[src/rtl/fifo_wr_arbiter.sv]
`default_nettype none
// ---------------------------------------------------------------------------
// fifo_wr_arbiter : round-robin burst arbiter for a shared FIFO write port
// Rev 1.0
// ---------------------------------------------------------------------------
module fifo_wr_arbiter #(
  parameter int data_size = 8,
  parameter int NUM_REQ   = 4,
  parameter int BURST_LEN = 4
) (
  input  logic                         wr_clk,
  input  logic                         wr_rst_n,
  input  logic [NUM_REQ-1:0]           req,
  input  logic [NUM_REQ*data_size-1:0] req_data,
  input  logic                         full,
  output logic [NUM_REQ-1:0]           ack,
  output logic [NUM_REQ-1:0]           grant,
  output logic                         wr_inc,
  output logic [data_size-1:0]         data_in,
  output logic                         busy,
  output logic [15:0]                  wr_count
);

  localparam int PTR_W  = $clog2(NUM_REQ);
  localparam int BEAT_W = (BURST_LEN > 1) ? $clog2(BURST_LEN) : 1;
  localparam logic [BEAT_W-1:0] LAST_BEAT = BEAT_W'(BURST_LEN - 1);

  typedef enum logic [0:0] {
    IDLE  = 1'b0,
    BURST = 1'b1
  } state_t;

  state_t              state_q, state_d;
  logic [PTR_W-1:0]    rr_ptr_q, rr_ptr_d;
  logic [PTR_W-1:0]    owner_q, owner_d;
  logic [BEAT_W-1:0]   beat_cnt_q, beat_cnt_d;
  logic [NUM_REQ-1:0]  grant_q, grant_d;
  logic                busy_q, busy_d;
  logic [15:0]         wr_count_q, wr_count_d;

  logic [2*NUM_REQ-1:0] req_dbl;
  logic [PTR_W:0]       rot_base;
  logic [NUM_REQ-1:0]   req_rot;
  logic [PTR_W-1:0]     rot_off;
  logic [PTR_W-1:0]     sel_idx;
  logic [PTR_W-1:0]     next_ptr;
  logic                 owner_req;

  // Rotate requests so bit 0 is rr_ptr; the lowest set bit is then the winner.
  assign req_dbl  = {req, req};
  assign rot_base = {1'b0, rr_ptr_q};
  assign req_rot  = req_dbl[rot_base +: NUM_REQ];

  always_comb begin
    rot_off = '0;
    for (int i = NUM_REQ - 1; i >= 0; i--) begin
      if (req_rot[i]) rot_off = PTR_W'(i);
    end
  end

  assign sel_idx  = PTR_W'((32'(rr_ptr_q) + 32'(rot_off)) % NUM_REQ);
  assign next_ptr = PTR_W'((32'(owner_q) + 32'd1) % NUM_REQ);

  assign owner_req = req[owner_q];
  assign wr_inc    = (state_q == BURST) && owner_req && !full;

  always_comb begin
    ack     = '0;
    data_in = '0;
    for (int i = 0; i < NUM_REQ; i++) begin
      if (owner_q == PTR_W'(i)) begin
        ack[i] = wr_inc;
        if (state_q == BURST) data_in = req_data[i*data_size +: data_size];
      end
    end
  end

  assign grant    = grant_q;
  assign busy     = busy_q;
  assign wr_count = wr_count_q;

  always_comb begin
    state_d    = state_q;
    rr_ptr_d   = rr_ptr_q;
    owner_d    = owner_q;
    beat_cnt_d = beat_cnt_q;
    grant_d    = grant_q;
    busy_d     = busy_q;
    wr_count_d = wr_count_q + {15'd0, wr_inc};

    case (state_q)
      IDLE: begin
        if (|req) begin
          owner_d    = sel_idx;
          grant_d    = {{(NUM_REQ-1){1'b0}}, 1'b1} << sel_idx;
          beat_cnt_d = '0;
          busy_d     = 1'b1;
          state_d    = BURST;
        end
      end
      BURST: begin
        // A full-flag stall falls through both branches and holds everything.
        if (wr_inc && (beat_cnt_q != LAST_BEAT)) begin
          beat_cnt_d = beat_cnt_q + BEAT_W'(1);
        end else if (wr_inc || !owner_req) begin
          state_d  = IDLE;
          grant_d  = '0;
          busy_d   = 1'b0;
          rr_ptr_d = next_ptr;
        end
      end
      default: state_d = IDLE;
    endcase
  end

  always_ff @(posedge wr_clk or negedge wr_rst_n) begin
    if (!wr_rst_n) begin
      state_q    <= IDLE;
      rr_ptr_q   <= '0;
      owner_q    <= '0;
      beat_cnt_q <= '0;
      grant_q    <= '0;
      busy_q     <= 1'b0;
      wr_count_q <= '0;
    end else begin
      state_q    <= state_d;
      rr_ptr_q   <= rr_ptr_d;
      owner_q    <= owner_d;
      beat_cnt_q <= beat_cnt_d;
      grant_q    <= grant_d;
      busy_q     <= busy_d;
      wr_count_q <= wr_count_d;
    end
  end

endmodule
`default_nettype wire
[config.mk]
export PLATFORM = sky130hd
export DESIGN_NAME = fifo_wr_arbiter
export DESIGN_NICKNAME = d
export VERILOG_FILES = /design/src/rtl/fifo_wr_arbiter.sv
export SDC_FILE = /design/constraint.sdc
export NUM_CORES = 1
export LEC_CHECK = 0
export BUFFER_PORTS_ARGS = -buffer_cell sky130_fd_sc_hd__buf_2
export CAP_MARGIN = 0
export CORE_MARGIN = 2
export CORE_UTILIZATION = 45
export CTS_CLUSTER_DIAMETER = 100
export DETAILED_ROUTE_END_ITERATION = 10
export PLACE_DENSITY = 0.87
export SLEW_MARGIN = 5
export SYNTH_ARGS = -nofsm -noshare
export SYNTH_HDL_FRONTEND = slang
export SYNTH_SLANG_ARGS = --single-unit
[constraint.sdc]
create_clock -name wr_clk -period 2.8 [get_ports wr_clk]
set_clock_uncertainty 0.05 [all_clocks]
set_input_delay 0.56 -clock wr_clk [delete_from_list [all_inputs] [get_ports wr_clk]]
set_output_delay 0.56 -clock wr_clk [all_outputs]
set_load 0.05 [all_outputs]
==> impl_summary.log, run 1 <==
INFO  metric gpl.final_weighted_congestion = 0.861
INFO  metric grt_max_degree = 29
INFO  metric drv_cap = 0
INFO  metric maximum_clock_path_buffer_count = 2
INFO  metric post-place-cells = 300
INFO  metric dominantRegCellSynth = dfrtp_1
INFO  metric num_rows = 22
INFO  metric crit-reg2reg-launch = owner_q[0]
INFO  metric routed_via_density = roughly 5.2
INFO  metric status = complete, no violations
INFO  metric crit_required = approximately 2.2 ns
INFO  metric reg2reg_depth = 8
INFO  metric wire_per_inst = around 13 um
INFO  metric initial_core_util = 0.471
INFO  metric floorplan.die.width = 65.9 um
INFO  metric finished_layout_cell_area = 2200 um2
INFO  metric timing.rr.end = wr_count[14]
INFO  metric slew-limit-headroom = 0.605
INFO  metric global_route.usage.total = 0.188
INFO  metric via_count_of_the_first_global_routing_pass = 1,477
INFO  metric worst_slew_pin_slew = between 0.5 and 0.6 ns
INFO  metric setup-tns-final = 0 ns
INFO  metric drc_errors = 0
INFO  metric critPathCaptureType = primary output
INFO  metric layout.cells.most_common = buf_2
INFO  metric clock_transition_at_the_registers_of_the_reported_paths = roughly 0.09 ns
INFO  metric setup.worst_path.class = flip-flop to primary output
INFO  metric critPathArrivalTime = between 2 and 2.5 ns
INFO  metric timing.final.crit_share = 0.950
INFO  metric cts.sink_count = 28
INFO  metric p_leak = between 1 and 1.5 nW
INFO  metric library_cells_used_by_synthesis = 38
INFO  metric place.port_buffers = about 70
INFO  metric n_antenna_cell = 0
INFO  metric final_net_count = slightly above 300
INFO  metric crit_path_cell_trace = inv_1, ha_2, nor2b_4, a221oi_1, nor3_1, a21oi_1, nor2_1, buf_2
INFO  metric grt_antenna_before_repair = 0
INFO  metric vdd_ir_drop_max = 0.000938 V
INFO  metric rrSetupSlack = 0.52 ns
INFO  metric crit_path_max_incr_delay = ~0.44 ns
INFO  metric min-delay-path-class = input port to async pin
INFO  metric area_growth_syn_to_layout = 27.7%
INFO  metric synth_async_sr_flop_share = 1.00
INFO  metric placed_cell_area = 2130 um2
INFO  metric drive_above_1_share = 0.363
INFO  metric number_of_hold_repair_buffers_added_at_the_cts_stage = 0
INFO  metric detail-route-antenna-nets = 0
INFO  metric clock.fmax = 376 MHz
INFO  metric routed-via-count = around 1,600
INFO  metric global_route.usage.met2 = 0.341
INFO  metric synth-edff-count = 0
INFO  metric final.min_clock_period = ~2.7 ns
INFO  metric worst_skew_pair.late_latency = 0.27 ns
INFO  metric grt_setup_unrepaired = no
INFO  metric grt_most_used_layer = met2
INFO  metric finalNonFillerCells = approximately 300
INFO  metric ys_ff_latch = 28
INFO  metric use_met1 = 0.229
INFO  metric setup_viol = 0
INFO  metric floorplan.die_area = between 4000 and 5000 um2
INFO  metric detailedRoute.firstPassIterationCount = 4
INFO  metric synth.net_count = approximately 230
INFO  metric clockRootBuffer = clkbuf_8
INFO  metric htree_num_levels = 1
INFO  metric seq_area_frac_synth = 0.406
INFO  metric groute.layer.met3.usage = 0.0307
INFO  metric ys_warn_count = 0
INFO  metric grt_first_pass_wirelength = between 6000 and 7000 um
INFO  metric syn-cell-area = 1720 um2
INFO  metric critical_path_maximum_fanout = 11
INFO  metric hold_viol_final = 0
INFO  metric die_height = between 60 and 70 um
INFO  metric power_density = 1110 nW/um2
INFO  metric syn-instance-count = approximately 190
INFO  metric std_cell_core_area = ~3700 um2
INFO  metric inserted_clock_buffers = 3
INFO  metric cpMaxStageDelayCell = dfrtp_1
INFO  metric startpoint_kind_of_the_worst_setup_timing_path = flip-flop
INFO  metric postSynthAreaPerCell = approximately 9.3 um2
INFO  metric grt_overflow_total = 0
INFO  metric post-dp-hpwl = approximately 3100 um
INFO  metric slew_violations = 0
INFO  metric top_level_ports = 73
INFO  metric fin_total_pwr = around 2.5 mW
INFO  metric final_cell_mix = 71 x buf_2, 27 x dfrtp_1, 16 x nand2_1
INFO  metric initialDrtViolationCount = 48
INFO  metric cts_tree = yes
INFO  metric detail_route.wirelength = approximately 4000 um
routing by layer:
layer | share of wire | up-vias | routed length, um
li1 | - | 794 | -
met1 | 0.44 | 725 | 1760
met2 | 0.48 | 69 | 1910
met3 | 0.080 | 4 | 321
met4 | 0.0072 | 0 | 29
met5 | 0 | - | 0
cell families after synthesis:
family                     share of synthesized area
DFF                                            0.406
and+or+nand+nor                                0.258
xor gates and xnor gates                      0.0813
AOI/OAI and AO/OA                              0.131
muxes                                         0.0312
buffers and inverters                         0.0334
adders and majority gates                     0.0581
synthesized netlist by cell type (all sizes together) (3+ instances only):
cell type   n  share of area
dfrtp      28           0.41
nand2      17          0.038
nor2       14          0.030
a21oi      13          0.038
nor3       11          0.032
xnor2      11          0.056
inv         9          0.020
nor2b       9          0.033
ha          8          0.058
nand3       8          0.023
o21ai       8          0.025
a221oi      7          0.036
and2        5          0.018
clkbuf      5          0.011
xor2        5          0.025
and3        3          0.015
nand4       3          0.020
cell type report:
cell class	instances	area, um2
fillers	315	1460
multi-input cells	142	981
flip-flops and latches	28	702
repair buffers	73	370
well taps	48	60.1
clock buffers	4	55.1
inverters	9	33.8
flip-flops by register name, summed over array words and instances, names as in the netlist:
| signal | cells |
|---|---|
| wr_count | 16 |
| grant | 4 |
| beat_cnt_q | 2 |
| owner_q | 2 |
| rr_ptr_q | 2 |
| busy | 1 |
| state_q | 1 |
timing repair:
item / CTS / global route
endpoints found under the setup margin: 7 / 8
hold endpoints to repair: 0 / 0
resized for setup: 1 / 5
setup buffers: 0 / 0
worst max-delay path by stage:
stage | cells past startpoint | end | slack [ns] | from
2_1_floorplan | 8 | wr_count[14] | 0.21 | req[1]
3_3_place_gp | 8 | data_in[3] | 0.27 | owner_q[1]
3_5_place_dp | 8 | data_in[3] | 0.22 | owner_q[1]
4_1_cts | 8 | data_in[3] | 0.05 | owner_q[1]
5_1_grt | 8 | data_in[1] | 0.03 | owner_q[1]
6_report | 8 | data_in[1] | 0.14 | owner_q[1]
critical path: cells and delay by family, from the launching register on:
family	cells	cell delay, ns
simple gates	3	0.23
buf+inv	2	0.32
flops	1	0.44
compound gates	2	0.48
fa+ha+maj	1	0.31
power by group:
group	leakage (nW)	switching, mW	internal, mW
registers	0.354	0.145	0.519
logic	0.740	1.07	0.481
clock network	0.0288	0.114	0.126
metrics by stage:
step / util / setup WS (ns) / hold WS [ns]
3_5_place_dp: 0.582 / 0.224 / 0.403
4_1_cts: 0.598 / 0.0451 / 0.256
2_1_floorplan: - / 0.210 / 0.214
5_1_grt: 0.602 / 0.0290 / 0.284
3_3_place_gp: 0.582 / 0.271 / 0.401
6_report: 0.602 / 0.141 / 0.239
Power figures use the tool's default switching activity.
==> run 2: changes to the inputs <==
Settings changed: ABC_AREA set to 1, CORE_MARGIN 2 to 8, CTS_CLUSTER_SIZE set to 20, PLACE_DENSITY 0.87 to 0.86.
==> impl_summary.log, run 2 <==
INFO  metric status = complete, no violations
INFO  metric power_density = about 1200 nW/um2
INFO  metric final.min_clock_period = between 2 and 3 ns
INFO  metric synth_largest_area_cell = dfrtp_1
INFO  metric floorplan.die_area = 6320 um2
INFO  metric wire_per_inst = 12.7 um
INFO  metric yosys.area.top_type_share = 0.386
INFO  metric grt_overflow_total = 0
INFO  metric hold_viol_final = 0
INFO  metric n_antenna_cell = 0
INFO  metric post_route_met1_wirelength = ~1800 um
INFO  metric synth.net_count = 284
INFO  metric htree_num_levels = 1
INFO  metric clock.fmax = ~380 MHz
INFO  metric number_of_flip_flops_under_the_largest_register_name = 16
INFO  metric place.port_buffers = slightly above 70
INFO  metric library_cells_used_by_synthesis = 29
INFO  metric ys_warn_count = 0
INFO  metric startpoint_kind_of_the_worst_setup_timing_path = flip-flop
INFO  metric critPathArrivalTime = approximately 2 ns
INFO  metric crit_required = ~2.2 ns
INFO  metric synthTopCellsByArea = dfrtp_1 39%, nand2_1 14%, nand3_1 6.3%
INFO  metric syn-instance-count = around 240
INFO  metric topRoutingLayerUsed = met4
INFO  metric detail_route.wirelength = roughly 4600 um
INFO  metric gpl.final_weighted_congestion = between 0.8 and 0.9
INFO  metric cts.sink_count = 28
INFO  metric detailedRoute.firstPassIterationCount = 4
INFO  metric placed_cell_area = 2210 um2
INFO  metric yosys-top-cells-count = 66 x nand2_1, 28 x dfrtp_1, 23 x nand3_1, 23 x nor2_1, 20 x inv_1
INFO  metric initial_core_util = 0.460
INFO  metric num_rows = 23
INFO  metric min-delay-path-class = input port to async pin
INFO  metric routed_via_density = about 5.1
INFO  metric floorplan.die.width = roughly 79 um
INFO  metric setup_viol = 0
INFO  metric detail_route_met3_wl = approximately 480 um
INFO  metric worst_skew_pair.late_latency = 0.27 ns
INFO  metric internal-power = 1.19 mW
INFO  metric grt_antenna_before_repair = 0
INFO  metric dominantRegCellSynth = dfrtp_1
INFO  metric postSynthAreaPerCell = around 7.7 um2
INFO  metric post-dp-hpwl = ~3700 um
INFO  metric drive_above_1_share = 0.310
INFO  metric drv_cap = 0
INFO  metric met2_wire_len = about 2200 um
INFO  metric area_growth_syn_to_layout = 27.0%
INFO  metric std_cell_core_area = between 3000 and 4000 um2
INFO  metric p_leak = 1.28 nW
INFO  metric layout.cells.most_common = buf_2
INFO  metric critical_path_maximum_fanout = 15
INFO  metric power.share.clock = 0.113
INFO  metric final_core_utilization = 0.585
INFO  metric initialDrtViolationCount = 58
INFO  metric worst_slew_pin_slew = just under 0.6 ns
INFO  metric detail-route-antenna-nets = 0
INFO  metric slew_violations = 0
INFO  metric cts_tree = yes
INFO  metric setup.worst_path.class = flip-flop to primary output
INFO  metric synth-edff-count = 0
INFO  metric die_height = around 80 um
INFO  metric maximum_clock_path_buffer_count = 2
INFO  metric vdd_ir_drop_max = 0.000549 V
INFO  metric setup-tns-final = 0 ns
INFO  metric switching_share = 0.569
INFO  metric clockRootBuffer = clkbuf_8
INFO  metric final_net_count = 358
INFO  metric top_level_ports = 73
INFO  metric final_cell_mix = 72 x buf_2, 66 x nand2_1, 28 x dfrtp_1
INFO  metric syn-cell-area = between 1500 and 2000 um2
INFO  metric seq_area_frac_synth = 0.386
INFO  metric slew-limit-headroom = 0.602
INFO  metric clock_transition_at_the_registers_of_the_reported_paths = ~0.090 ns
INFO  metric drc_errors = 0
INFO  metric grt_first_pass_wirelength = approximately 7500 um
INFO  metric via_count_of_the_first_global_routing_pass = 1,752
INFO  metric finished_layout_cell_area = ~2300 um2
INFO  metric ys_ff_latch = 28
INFO  metric comb_power_share = 0.651
INFO  metric global_route.usage.total = 0.143
INFO  metric yosysMostFrequentCell = nand2_1
INFO  metric fin_total_pwr = roughly 2.8 mW
INFO  metric timing.final.crit_share = 0.937
INFO  metric routed-via-count = about 1,800
INFO  metric critPathCaptureType = primary output
INFO  metric inserted_clock_buffers = 3
INFO  metric sequentialPowerShare = 0.236
INFO  metric grt_max_degree = 29
INFO  metric switching_power = around 1.6 mW
INFO  metric synth_async_sr_flop_share = 1.00
[run 2: cell count changes in the layout (fill, tap and decap cells not counted), moves of 7 or more]
cell / delta
a221oi_1: -7
nand2_1: +50
o211ai_1: +7
a31oi_1: +8
nor3_1: -7
nor2b_1: -8
a21oi_1: -12
nor2_1: +9
nand3_1: +15
inv_1: +11
[run 2: logic make-up after synthesis]
| kind of cell | synth area share |
|---|---|
| xor gates and xnor gates | 0.0724 |
| DFF | 0.386 |
| buffers and inverters | 0.0669 |
| adders and majority gates | 0.0552 |
| and+or+nand+nor | 0.328 |
| AOI/OAI and AO/OA | 0.0917 |
[run 2: cell type report]
class,instances,area (um2)
clock buffer,3,41.3
multi-input combinational,179,1000
timing repair buffer,73,368
fill,372,1640
sequential,28,701
clock inverter,1,30.0
inverter,26,103
tap,50,62.6
[run 2: repair_timing]
action,CTS,global route
hold buffers,0,0
setup endpoints to repair,0,8
setup buffers,0,1
gates resized for setup,0,3
[run 2: worst paths after layout]
path                       slack [ns]      endpoint  startpoint  cells after the start
setup / recovery                 0.18    data_in[6]  owner_q[1]                      7
hold / removal                   0.23   wr_count[9]    wr_rst_n                      1
setup reg to reg                 0.48  wr_count[14]  owner_q[0]                     13
hold reg to reg                  0.42          busy        busy                      2
max in group asynchronous        2.08   wr_count[5]    wr_rst_n                      1
min in group wr_clk              0.42          busy        busy                      2
[run 2: stage by stage]
| step | cells | setup slack (ns) | hold WS [ns] |
|---|---|---|---|
| detailed placement | 355 | 0.372 | 0.406 |
| global placement | 355 | 0.384 | 0.401 |
| global route | 360 | -0.00184 | 0.277 |
| floorplan | 237 | 0.205 | 0.214 |
| finish | 360 | 0.176 | 0.230 |
| CTS | 359 | 0.0502 | 0.245 |
[run 2: per-layer routing]
layer / track usage / vias to the layer above
met1: 0.155 / 833
met3: 0.0338 / 7
li1: - / 920
met4: 0.0556 / 0
met5: 0 / -
met2: 0.260 / 79
[run 2: power by group through the flow]
| stage | Combinational, mW | Clock [mW] | Sequential, mW |
|---|---|---|---|
| after global routing | 1.98 | 0.336 | 0.671 |
| after detailed placement | 1.78 | 0 | 0.656 |
| after floorplan | 1.20 | 0 | 0.855 |
| after global placement | 1.75 | 0 | 0.650 |
| final | 1.80 | 0.311 | 0.651 |
| after CTS | 1.78 | 0.322 | 0.650 |
[run 2: critical path, cell delays in order, from the launching register on]
cell and delay (ns):
dfrtp_1 0.42, inv_1 0.14, ha_1 0.22, clkinvlp_4 0.24
buf_4 0.22, o211ai_1 0.16, a31oi_1 0.10, buf_2 0.24
==> run 3: changes to the inputs <==
Settings changed: REMOVE_ABC_BUFFERS set to 1.
==> impl_summary.log, run 3 (same netlist as run 2, synthesis figures left out) <==
INFO  metric global_route.usage.total = 0.144
INFO  metric p_leak = 1.27 nW
INFO  metric timing.final.crit_share = 0.940
INFO  metric hold_viol_final = 0
INFO  metric grt_first_pass_wirelength = approximately 7700 um
INFO  metric critical_path_maximum_fanout = 17
INFO  metric cts_tree = yes
INFO  metric floorplan.die.width = approximately 79 um
INFO  metric clockRootBuffer = clkbuf_8
INFO  metric setup_viol = 0
INFO  metric n_antenna_cell = 0
INFO  metric worst_skew_pair.late_latency = between 0.2 and 0.3 ns
INFO  metric crit-reg2reg-launch = owner_q[0]
INFO  metric inserted_clock_buffers = 3
INFO  metric number_of_hold_repair_buffers_added_at_the_cts_stage = 0
INFO  metric gpl.final_weighted_congestion = approximately 0.77
INFO  metric setup.worst_path.class = flip-flop to primary output
INFO  metric maximum_clock_path_buffer_count = 2
INFO  metric detailedRoute.firstPassIterationCount = 4
INFO  metric vdd_ir_drop_max = 0.000731 V
INFO  metric detail_route.wirelength = 4500 um
INFO  metric place.port_buffers = about 70
INFO  metric drc_errors = 0
INFO  metric htree_num_levels = 1
INFO  metric via_count_of_the_first_global_routing_pass = ~1,800
INFO  metric crit_path_max_incr_delay = around 0.43 ns
INFO  metric timing.rr.end = wr_count[14]
INFO  metric post-dp-hpwl = 3530 um
INFO  metric detail-route-antenna-nets = 0
INFO  metric fin_total_pwr = approximately 2.7 mW
INFO  metric num_rows = 23
INFO  metric slew-limit-headroom = 0.603
INFO  metric drv_cap = 0
INFO  metric floorplan.die_area = 6320 um2
INFO  metric std_cell_core_area = 3940 um2
INFO  metric crit_required = ~2.2 ns
INFO  metric placed_cell_area = between 2000 and 2500 um2
INFO  metric final.min_clock_period = approximately 2.6 ns
INFO  metric slew_violations = 0
INFO  metric top_level_ports = 73
INFO  metric wire_per_inst = about 13 um
INFO  metric critPathArrivalTime = approximately 2.0 ns
INFO  metric final_net_count = ~360
INFO  metric clock.fmax = between 300 and 400 MHz
INFO  metric layout.cells.most_common = buf_2
INFO  metric grt_max_degree = 29
INFO  metric initialDrtViolationCount = 75
INFO  metric number_of_flip_flops_under_the_largest_register_name = 16
INFO  metric critPathCaptureType = primary output
INFO  metric worst_slew_pin_slew = between 0.5 and 0.6 ns
INFO  metric grt_overflow_total = 0
INFO  metric initial_core_util = 0.460
INFO  metric finished_layout_cell_area = 2290 um2
INFO  metric min-delay-path-class = input port to async pin
INFO  metric cts.sink_count = 28
INFO  metric die_height = a little under 80 um
INFO  metric area_growth_syn_to_layout = 26.3%
INFO  metric power_density = ~1200 nW/um2
INFO  metric routed-via-count = 1,794
INFO  metric crit_path_cell_trace = inv_1, ha_1, clkinvlp_4, nand2_1, o211ai_1, a31oi_1, buf_2
INFO  metric startpoint_kind_of_the_worst_setup_timing_path = flip-flop
INFO  metric grt_setup_unrepaired = no
INFO  metric rrSetupSlack = 0.45 ns
INFO  metric final_cell_mix = 72 x buf_2, 66 x nand2_1, 28 x dfrtp_1
INFO  metric clock_transition_at_the_registers_of_the_reported_paths = roughly 0.090 ns
INFO  metric routed_via_density = 5.00
INFO  metric postCtsSetupBuffers = 0
INFO  metric drive_above_1_share = 0.307
INFO  metric status = complete, no violations
INFO  metric cpMaxStageDelayCell = dfrtp_1
INFO  metric grt_antenna_before_repair = 0
INFO  metric final_core_utilization = 0.581
INFO  metric reg2reg_depth = 13
INFO  metric setup-tns-final = 0 ns
==> run 3: critical path: cells and delay by family, from the launching register on <==
kind | cells | cell delay [ns]
buffers and inverters | 3 | 0.69
adders and majority gates | 1 | 0.21
DFF | 1 | 0.43
AOI/OAI and AO/OA | 2 | 0.26
and+or+nand+nor | 1 | 0.16
==> run 3: timing repair <==
action	4_1_cts	5_1_grt
setup endpoints to repair	0	8
endpoints found under the hold margin	0	0
resized for setup	0	2
==> run 3: how the worst max path moves through the flow <==
stage	startpoint	endpoint	slack, ns
after detailed placement	req[2]	wr_count[14]	0.32
final	owner_q[1]	data_in[4]	0.17
after floorplan	owner_q[0]	data_in[0]	0.21
after CTS	owner_q[0]	data_in[1]	0.03
after global placement	req[2]	wr_count[14]	0.38
after global routing	owner_q[1]	data_in[4]	0.02
==> run 3: metrics by stage <==
step | instances | worst slack [ns] | hold slack, ns
6_report | 359 | 0.167 | 0.232
5_1_grt | 359 | 0.0197 | 0.275
4_1_cts | 359 | 0.0345 | 0.251
3_5_place_dp | 355 | 0.316 | 0.408
3_3_place_gp | 355 | 0.383 | 0.405
2_1_floorplan | 233 | 0.205 | 0.214
==> run 3: report_power, final <==
| group | internal [mW] | switching (mW) | total [mW] |
|---|---|---|---|
| Combinational | 0.463 | 1.31 | 1.78 |
| Clock | 0.191 | 0.119 | 0.310 |
| Sequential | 0.523 | 0.122 | 0.645 |
| Total | 1.18 | 1.55 | 2.73 |
==> run 3: final cells by class <==
class	count	area, um2
fill	361	1650
timing repair buffer	72	360
tap	50	62.6
sequential	28	701
clock buffer	3	41.3
inverter	26	103
clock inverter	1	30.0
multi-input combinational	179	995
==> run 3: metal layers <==
| metal | global-route usage | up-vias | wire length (um) |
|---|---|---|---|
| li1 | - | 918 | - |
| met1 | 0.157 | 815 | 1880 |
| met2 | 0.270 | 57 | 2330 |
| met3 | 0.0293 | 4 | 260 |
| met4 | 0.0481 | 0 | 33 |
| met5 | 0 | - | 0 |
